<file path="src/rtl/aes_pkg.sv">
`default_nettype none
// ============================================================================
// Module      : aes_pkg
// Description : Shared constants, FSM encoding and round-constant helper for
//               the AES-128 round sequencer.
// Revision    : 1.0 - initial release
// ============================================================================
package aes_pkg;

   localparam int AES_BLOCK_W   = 128;
   localparam int AES128_ROUNDS = 10;

   localparam logic [7:0] RCON_INIT = 8'h01;
   localparam logic [7:0] RCON_POLY = 8'h1B;

   typedef enum logic [1:0] {
      ST_IDLE  = 2'd0,
      ST_ROUND = 2'd1,
      ST_DRAIN = 2'd2
   } aes_state_t;

   // xtime in GF(2^8) reduced by the AES polynomial
   function automatic logic [7:0] rcon_next(input logic [7:0] rc);
      return {rc[6:0], 1'b0} ^ (rc[7] ? RCON_POLY : 8'h00);
   endfunction

endpackage
`default_nettype wire

</file>
<file path="src/rtl/aes_round_ctrl_if.sv">
`default_nettype none
// ============================================================================
// Module      : aes_round_ctrl_if
// Description : Host-side request/response and core-side drive signals of the
//               AES-128 round sequencer.
// Revision    : 1.0 - initial release
// ============================================================================
interface aes_round_ctrl_if;
   import aes_pkg::*;

   logic                   start;
   logic [AES_BLOCK_W-1:0] data_in;
   logic [AES_BLOCK_W-1:0] key_in;
   logic [AES_BLOCK_W-1:0] core_out;
   logic [AES_BLOCK_W-1:0] core_data;
   logic [AES_BLOCK_W-1:0] core_key;
   logic                   first_round;
   logic                   final_round;
   logic [7:0]             round_const;
   logic                   busy;
   logic                   done;
   logic [AES_BLOCK_W-1:0] data_out;

   modport master (
      output start, data_in, key_in, core_out,
      input  core_data, core_key, first_round, final_round, round_const,
             busy, done, data_out
   );

   modport slave (
      input  start, data_in, key_in, core_out,
      output core_data, core_key, first_round, final_round, round_const,
             busy, done, data_out
   );

endinterface
`default_nettype wire

</file>
<file path="src/rtl/aes_rcon_gen.sv">
`default_nettype none
// ============================================================================
// Module      : aes_rcon_gen
// Description : Registered AES round-constant generator (clear/load/advance).
// Revision    : 1.0 - initial release
// ============================================================================
module aes_rcon_gen
   import aes_pkg::*;
(
   input  wire logic       clk,
   input  wire logic       rst,
   input  wire logic       i_clear,
   input  wire logic       i_load,
   input  wire logic       i_advance,
   output logic [7:0]      o_rcon
);

   logic [7:0] r_rcon;

   always_ff @(posedge clk) begin
      if (rst || i_clear) begin
         r_rcon <= 8'h00;
      end else if (i_load) begin
         r_rcon <= RCON_INIT;
      end else if (i_advance) begin
         r_rcon <= rcon_next(r_rcon);
      end
   end

   assign o_rcon = r_rcon;

endmodule
`default_nettype wire

</file>
<file path="src/rtl/aes_round_ctrl.sv">
`default_nettype none
// ============================================================================
// Module      : aes_round_ctrl
// Description : Sequences one plaintext/key pair through the iterative aes_128
//               core over 11 round cycles and captures the ciphertext.
// Revision    : 1.0 - initial release
// ============================================================================
module aes_round_ctrl
   import aes_pkg::*;
#(
   parameter int NUM_ROUNDS = 10,
   parameter int CORE_LAT   = 1
)(
   input  wire logic       clk,
   input  wire logic       rst,
   aes_round_ctrl_if.slave bus
);

   generate
      if (NUM_ROUNDS != AES128_ROUNDS) begin : g_bad_rounds
         $error("aes_round_ctrl: NUM_ROUNDS must be 10");
      end
      if (CORE_LAT < 1 || CORE_LAT > 4) begin : g_bad_core_lat
         $error("aes_round_ctrl: CORE_LAT must be in 1..4");
      end
   endgenerate

   localparam logic [3:0] c_LAST_RND   = 4'(NUM_ROUNDS);
   localparam logic [1:0] c_DRAIN_INIT = 2'(CORE_LAT - 1);

   aes_state_t             r_state;
   logic [3:0]             r_rnd_cnt;
   logic [1:0]             r_drain;
   logic [AES_BLOCK_W-1:0] r_core_data;
   logic [AES_BLOCK_W-1:0] r_core_key;
   logic [AES_BLOCK_W-1:0] r_data_out;
   logic                   r_first_round;
   logic                   r_final_round;
   logic                   r_busy;
   logic                   r_done;

   logic                   w_in_round;
   logic                   w_rc_load;
   logic                   w_rc_adv;
   logic                   w_rc_clr;
   logic [7:0]             w_rcon;

   // The round-constant register lags the counter by one edge, in step with
   // the other registered core controls.
   assign w_in_round = (r_state == ST_ROUND);
   assign w_rc_load  = w_in_round && (r_rnd_cnt == 4'd1);
   assign w_rc_adv   = w_in_round && (r_rnd_cnt > 4'd1) && (r_rnd_cnt <= c_LAST_RND);
   assign w_rc_clr   = !(w_rc_load || w_rc_adv);

   aes_rcon_gen u_rcon_gen (
      .clk       (clk),
      .rst       (rst),
      .i_clear   (w_rc_clr),
      .i_load    (w_rc_load),
      .i_advance (w_rc_adv),
      .o_rcon    (w_rcon)
   );

   always_ff @(posedge clk) begin
      if (rst) begin
         r_state       <= ST_IDLE;
         r_rnd_cnt     <= 4'd0;
         r_drain       <= 2'd0;
         r_core_data   <= '0;
         r_core_key    <= '0;
         r_data_out    <= '0;
         r_first_round <= 1'b0;
         r_final_round <= 1'b0;
         r_busy        <= 1'b0;
         r_done        <= 1'b0;
      end else begin
         r_done        <= 1'b0;
         r_first_round <= 1'b0;
         r_final_round <= 1'b0;
         case (r_state)
            ST_IDLE: begin
               r_busy <= 1'b0;
               if (bus.start) begin
                  r_core_data <= bus.data_in;
                  r_core_key  <= bus.key_in;
                  r_rnd_cnt   <= 4'd0;
                  r_busy      <= 1'b1;
                  r_state     <= ST_ROUND;
               end
            end
            ST_ROUND: begin
               r_busy        <= 1'b1;
               r_first_round <= (r_rnd_cnt == 4'd0);
               r_final_round <= (r_rnd_cnt == c_LAST_RND);
               if (r_rnd_cnt == c_LAST_RND) begin
                  r_drain <= c_DRAIN_INIT;
                  r_state <= ST_DRAIN;
               end else if (r_rnd_cnt > c_LAST_RND) begin
                  r_busy        <= 1'b0;
                  r_first_round <= 1'b0;
                  r_state       <= ST_IDLE;
               end else begin
                  r_rnd_cnt <= r_rnd_cnt + 4'd1;
               end
            end
            ST_DRAIN: begin
               r_busy <= 1'b1;
               if (r_drain == 2'd0) begin
                  r_data_out <= bus.core_out;
                  r_done     <= 1'b1;
                  r_busy     <= 1'b0;
                  r_state    <= ST_IDLE;
               end else begin
                  r_drain <= r_drain - 2'd1;
               end
            end
            default: begin
               r_busy  <= 1'b0;
               r_state <= ST_IDLE;
            end
         endcase
      end
   end

   assign bus.core_data   = r_core_data;
   assign bus.core_key    = r_core_key;
   assign bus.first_round = r_first_round;
   assign bus.final_round = r_final_round;
   assign bus.round_const = w_rcon;
   assign bus.busy        = r_busy;
   assign bus.done        = r_done;
   assign bus.data_out    = r_data_out;

endmodule
`default_nettype wire

</file>
<file path="src/flat_wrapper.sv">
// flat-port wrapper written by rule: the top's interface ports become plain ports
module aes_round_ctrl_flat import aes_pkg::*;
#(
   parameter int NUM_ROUNDS = 10,
   parameter int CORE_LAT   = 1
)
  (clk, rst, bus_start, bus_data_in, bus_key_in, bus_core_out, bus_core_data, bus_core_key, bus_first_round, bus_final_round, bus_round_const, bus_busy, bus_done, bus_data_out);
  aes_round_ctrl_if bus_i ();
  input  wire logic clk;
  input  wire logic rst;
  input wire logic [$bits(bus_i.start)-1:0] bus_start;
  input wire logic [$bits(bus_i.data_in)-1:0] bus_data_in;
  input wire logic [$bits(bus_i.key_in)-1:0] bus_key_in;
  input wire logic [$bits(bus_i.core_out)-1:0] bus_core_out;
  output wire logic [$bits(bus_i.core_data)-1:0] bus_core_data;
  output wire logic [$bits(bus_i.core_key)-1:0] bus_core_key;
  output wire logic [$bits(bus_i.first_round)-1:0] bus_first_round;
  output wire logic [$bits(bus_i.final_round)-1:0] bus_final_round;
  output wire logic [$bits(bus_i.round_const)-1:0] bus_round_const;
  output wire logic [$bits(bus_i.busy)-1:0] bus_busy;
  output wire logic [$bits(bus_i.done)-1:0] bus_done;
  output wire logic [$bits(bus_i.data_out)-1:0] bus_data_out;
  assign bus_i.start = bus_start;
  assign bus_i.data_in = bus_data_in;
  assign bus_i.key_in = bus_key_in;
  assign bus_i.core_out = bus_core_out;
  assign bus_core_data = bus_i.core_data;
  assign bus_core_key = bus_i.core_key;
  assign bus_first_round = bus_i.first_round;
  assign bus_final_round = bus_i.final_round;
  assign bus_round_const = bus_i.round_const;
  assign bus_busy = bus_i.busy;
  assign bus_done = bus_i.done;
  assign bus_data_out = bus_i.data_out;
  aes_round_ctrl #(.NUM_ROUNDS(NUM_ROUNDS), .CORE_LAT(CORE_LAT)) u_core (.clk(clk), .rst(rst), .bus(bus_i));
endmodule
</file>
<file path="config.mk">
export PLATFORM = sky130hd
export DESIGN_NAME = aes_round_ctrl_flat
export DESIGN_NICKNAME = d
export VERILOG_FILES = /design/src/rtl/aes_pkg.sv /design/src/rtl/aes_round_ctrl_if.sv /design/src/rtl/aes_rcon_gen.sv /design/src/rtl/aes_round_ctrl.sv /design/src/flat_wrapper.sv
export SDC_FILE = /design/constraint.sdc
export NUM_CORES = 1
export LEC_CHECK = 0
export BUFFER_PORTS_ARGS = -buffer_cell sky130_fd_sc_hd__buf_2
export CAP_MARGIN = 20
export CORE_AREA = 2 2 307 309
export DETAILED_ROUTE_END_ITERATION = 12
export DIE_AREA = 0 0 309 311
export GPL_TIMING_DRIVEN = 1
export PLACE_DENSITY = 0.47
export SYNTH_ARGS = -nofsm -noshare
export SYNTH_HDL_FRONTEND = slang
export SYNTH_HIERARCHICAL = 1
export SYNTH_SLANG_ARGS = --single-unit
export TNS_END_PERCENT = 50
</file>
<file path="constraint.sdc">
create_clock -name clk -period 2 [get_ports clk]
set_input_delay 0.1 -clock clk [delete_from_list [all_inputs] [get_ports clk]]
set_output_delay 0.1 -clock clk [all_outputs]
set_load 0.02 [all_outputs]
</file>
==> flow_summary.toml <==
[run_status]
outcome = "completed"

[logic_synthesis]
yosys.area.top_type_share = 0.566
synth_largest_area_cell = "dfxtp_1"
ys_ff_latch = 404
synthArstFlopShare = 0
synth_xor_area_frac = 0.00184
avgSynthCellArea_sq_um = 8.03
synth_area_sq_mm = 0.0143
synth_edf_count = 0
ys_seq_area_frac = 0.566
yosysWarnings = 6
syn_inst = 1779
synth-adder-area-share = 0.00963
synth_area_leaders = "dfxtp_1 57%, nand2_1 20%, a21oi_1 14%"
ys_types = 35
synth_nets = 2177
synth_simple_gate_area_frac = 0.215
synth_top_family_by_area = "simple AND/OR/NAND/NOR gates"
muxShareOfSynthArea = 0.00499
ys.flop_type = "dfxtp_1"
synth_compound_area_frac = 0.146

[cells_and_area]
antenna_cells = 0
syn2layout_area_growth_pct = 77.4
finish.instance_area_sq_mm = 0.0253
final_common_cell = "buf_2"
drive_above_1_share = 0.315
fill_cells = 10100
final_cell_mix = "781 x buf_2, 771 x nand2_1, 404 x dfxtp_1"
final_util = 0.273
nets = 3321
final_cells = 4217

[timing]
rsz0062_at_grt = "false"
timing.slew.headroom = 0.679
min_period_ns = 1.78
fin_worst_skew_ns = 0.0185
slew_viol_final = 0
tightest_slew_ns = 0.482
fmax_ghz = 0.562
fin_tns_setup_ns = 0
finalHoldViolCount = 0
setup_violations = 0
fin_crit_sh = 0.890

[placed_design]
hpwl_um = 43600
gp_congestion = 0.879
placed_area_sq_mm = 0.0197
port_buffers = 782
placed_cells = 3739

[clocking]
clock-sinks = 404
cts_setup_buffers = 0
cts-root-buf = "clkbuf_16"
cts_tree = "built"
cts.path.max_buffers = 3
numCtsBuffers = 50
ctsHoldBuffers = 386
path_clk_slew_ns = 0.06
clock_latency_ns = 0.60
cts.repair.resized = 0
htreeDepth = 2

[grt]
grt_pass1_vias = 15800
grt_max_degree = 94
antenna_found_initial = 2
grt_usage = 0.120
grt_overflow = 0
grt_pass1_wl_um = 91100

[floorplan]
die_x_um = 309
core_sq_mm = 0.0928
dieArea_sq_mm = 0.0961
fp.dieH_um = 311
initial_core_util = 0.154
rows = 112
ios = 783

[routing]
drt-total-wl_um = 61700
drt_iter0_drc = 1108
dr.pass1.iters = 5
num_vias = 16000
detail_route.wl_per_cell_um = 14.6
ant_nets = 0
drc = 0
via_per_inst = 3.80

[setup_path]
endpoint_kind = "register"
required_ns = 2.53
cp_max_fo = 6
arrival_ns = 2.31
worstSetupPathType = "register to register"
critPathLaunchType = "register"

[min_path]
worstHoldPathType = "input pin to register"

[pwr]
p_per_area_mw_per_mm2 = 859
vdd.ir_drop.worst_v = 0.000538
p_leak_uw = 0.0113

[flow_run]
cap_violations = 0
-- layer usage --
metal / GRT usage / up-vias / share of wire
met1: 0.139 / 7296 / 0.40
met5: 0 / - / 0.00039
met4: 0.0447 / 4 / 0.033
li1: - / 8017 / -
met2: 0.205 / 574 / 0.47
met3: 0.0403 / 120 / 0.091
-- cell type report --
cell class	count	area (sq um)	area share
clock buffer	67	1440	0.0567
clock inverter	25	302	0.0119
inverter	9	33.8	0.00133
multi-input combinational	1232	5420	0.214
sequential	404	8090	0.319
tap	1254	1570	0.0619
timing repair buffer	1226	8490	0.335
-- worst paths after layout --
path	from	endpoint	slack [ns]	depth (start not counted)
worst max-delay path	u_core/r_state[1]	u_core/bus.core_key[55]	0.22	6
worst min-delay path	bus_start	u_core/bus.busy	0.08	4
worst max register to register	u_core/r_state[1]	u_core/bus.core_key[55]	0.22	6
worst min register to register	u_core/bus.data_out[23]	u_core/bus.data_out[23]	0.45	2
-- flip-flops by register name (all words and copies together), names as in the netlist --
name                      cells
u_core/bus.busy               1
u_core/bus.final_round        1
u_core/r_rnd_cnt              4
u_core/bus.done               1
u_core/r_state                2
u_core/bus.data_out         128
u_core/bus.core_data        128
u_core/r_drain                2
u_core/bus.first_round        1
u_core/u_rcon_gen/o_rcon      8
u_core/bus.core_key         128
-- per-stage QoR --
stage / power [uW] / hold WS (ns) / setup WS (ns)
global placement: 11800 / 0.341 / 0.165
detailed placement: 11800 / 0.345 / 0.222
floorplan: 10500 / 0.178 / 0.272
finish: 21800 / 0.0770 / 0.220
global route: 22800 / 0.0619 / 0.0608
CTS: 22200 / 0.0171 / 0.199
-- critical path, cell delays in order (launching register included) --
cell and delay (ns):
dfxtp_1 0.33, inv_1 0.11, ha_1 0.30, and2_4 0.25, nand2_1 0.06, dlygate4sd3_1 0.55
a21oi_1 0.11
-- report_power, final --
group	internal [uW]	switching (uW)	total, uW	leakage [uW]
Clock	5820	3780	9600	0.000846
Combinational	1550	1960	3510	0.00711
Sequential	8470	196	8670	0.00330
-- cell usage after synthesis, types with 2 or more instances --
master    count
mux2i_1       6
xnor2_1       3
clkbuf_1     50
and2_1        2
a21oi_1     389
nor2b_1       6
a22o_1        3
nand2_1     773
a211oi_1      4
nand2b_1      2
o21ai_0       4
dfxtp_1     404
buf_4         6
inv_1         9
nor2_1       10
o21ai_1       2
or3_1         3
and4b_1       2
buf_1         5
ha_1         11
buf_2        49
buf_6        23
-- cells by family (layout without fill, tap and decap cells) --
group,Yosys count,count (layout)
and+or+nand+nor,803,803
AOI/OAI and AO/OA,408,408
DFF,404,404
buffers and inverters,143,1327
adders and majority gates,11,11
muxes,7,7
xor gates and xnor gates,3,3
No activity file was read; power rests on OpenSTA's default activity.
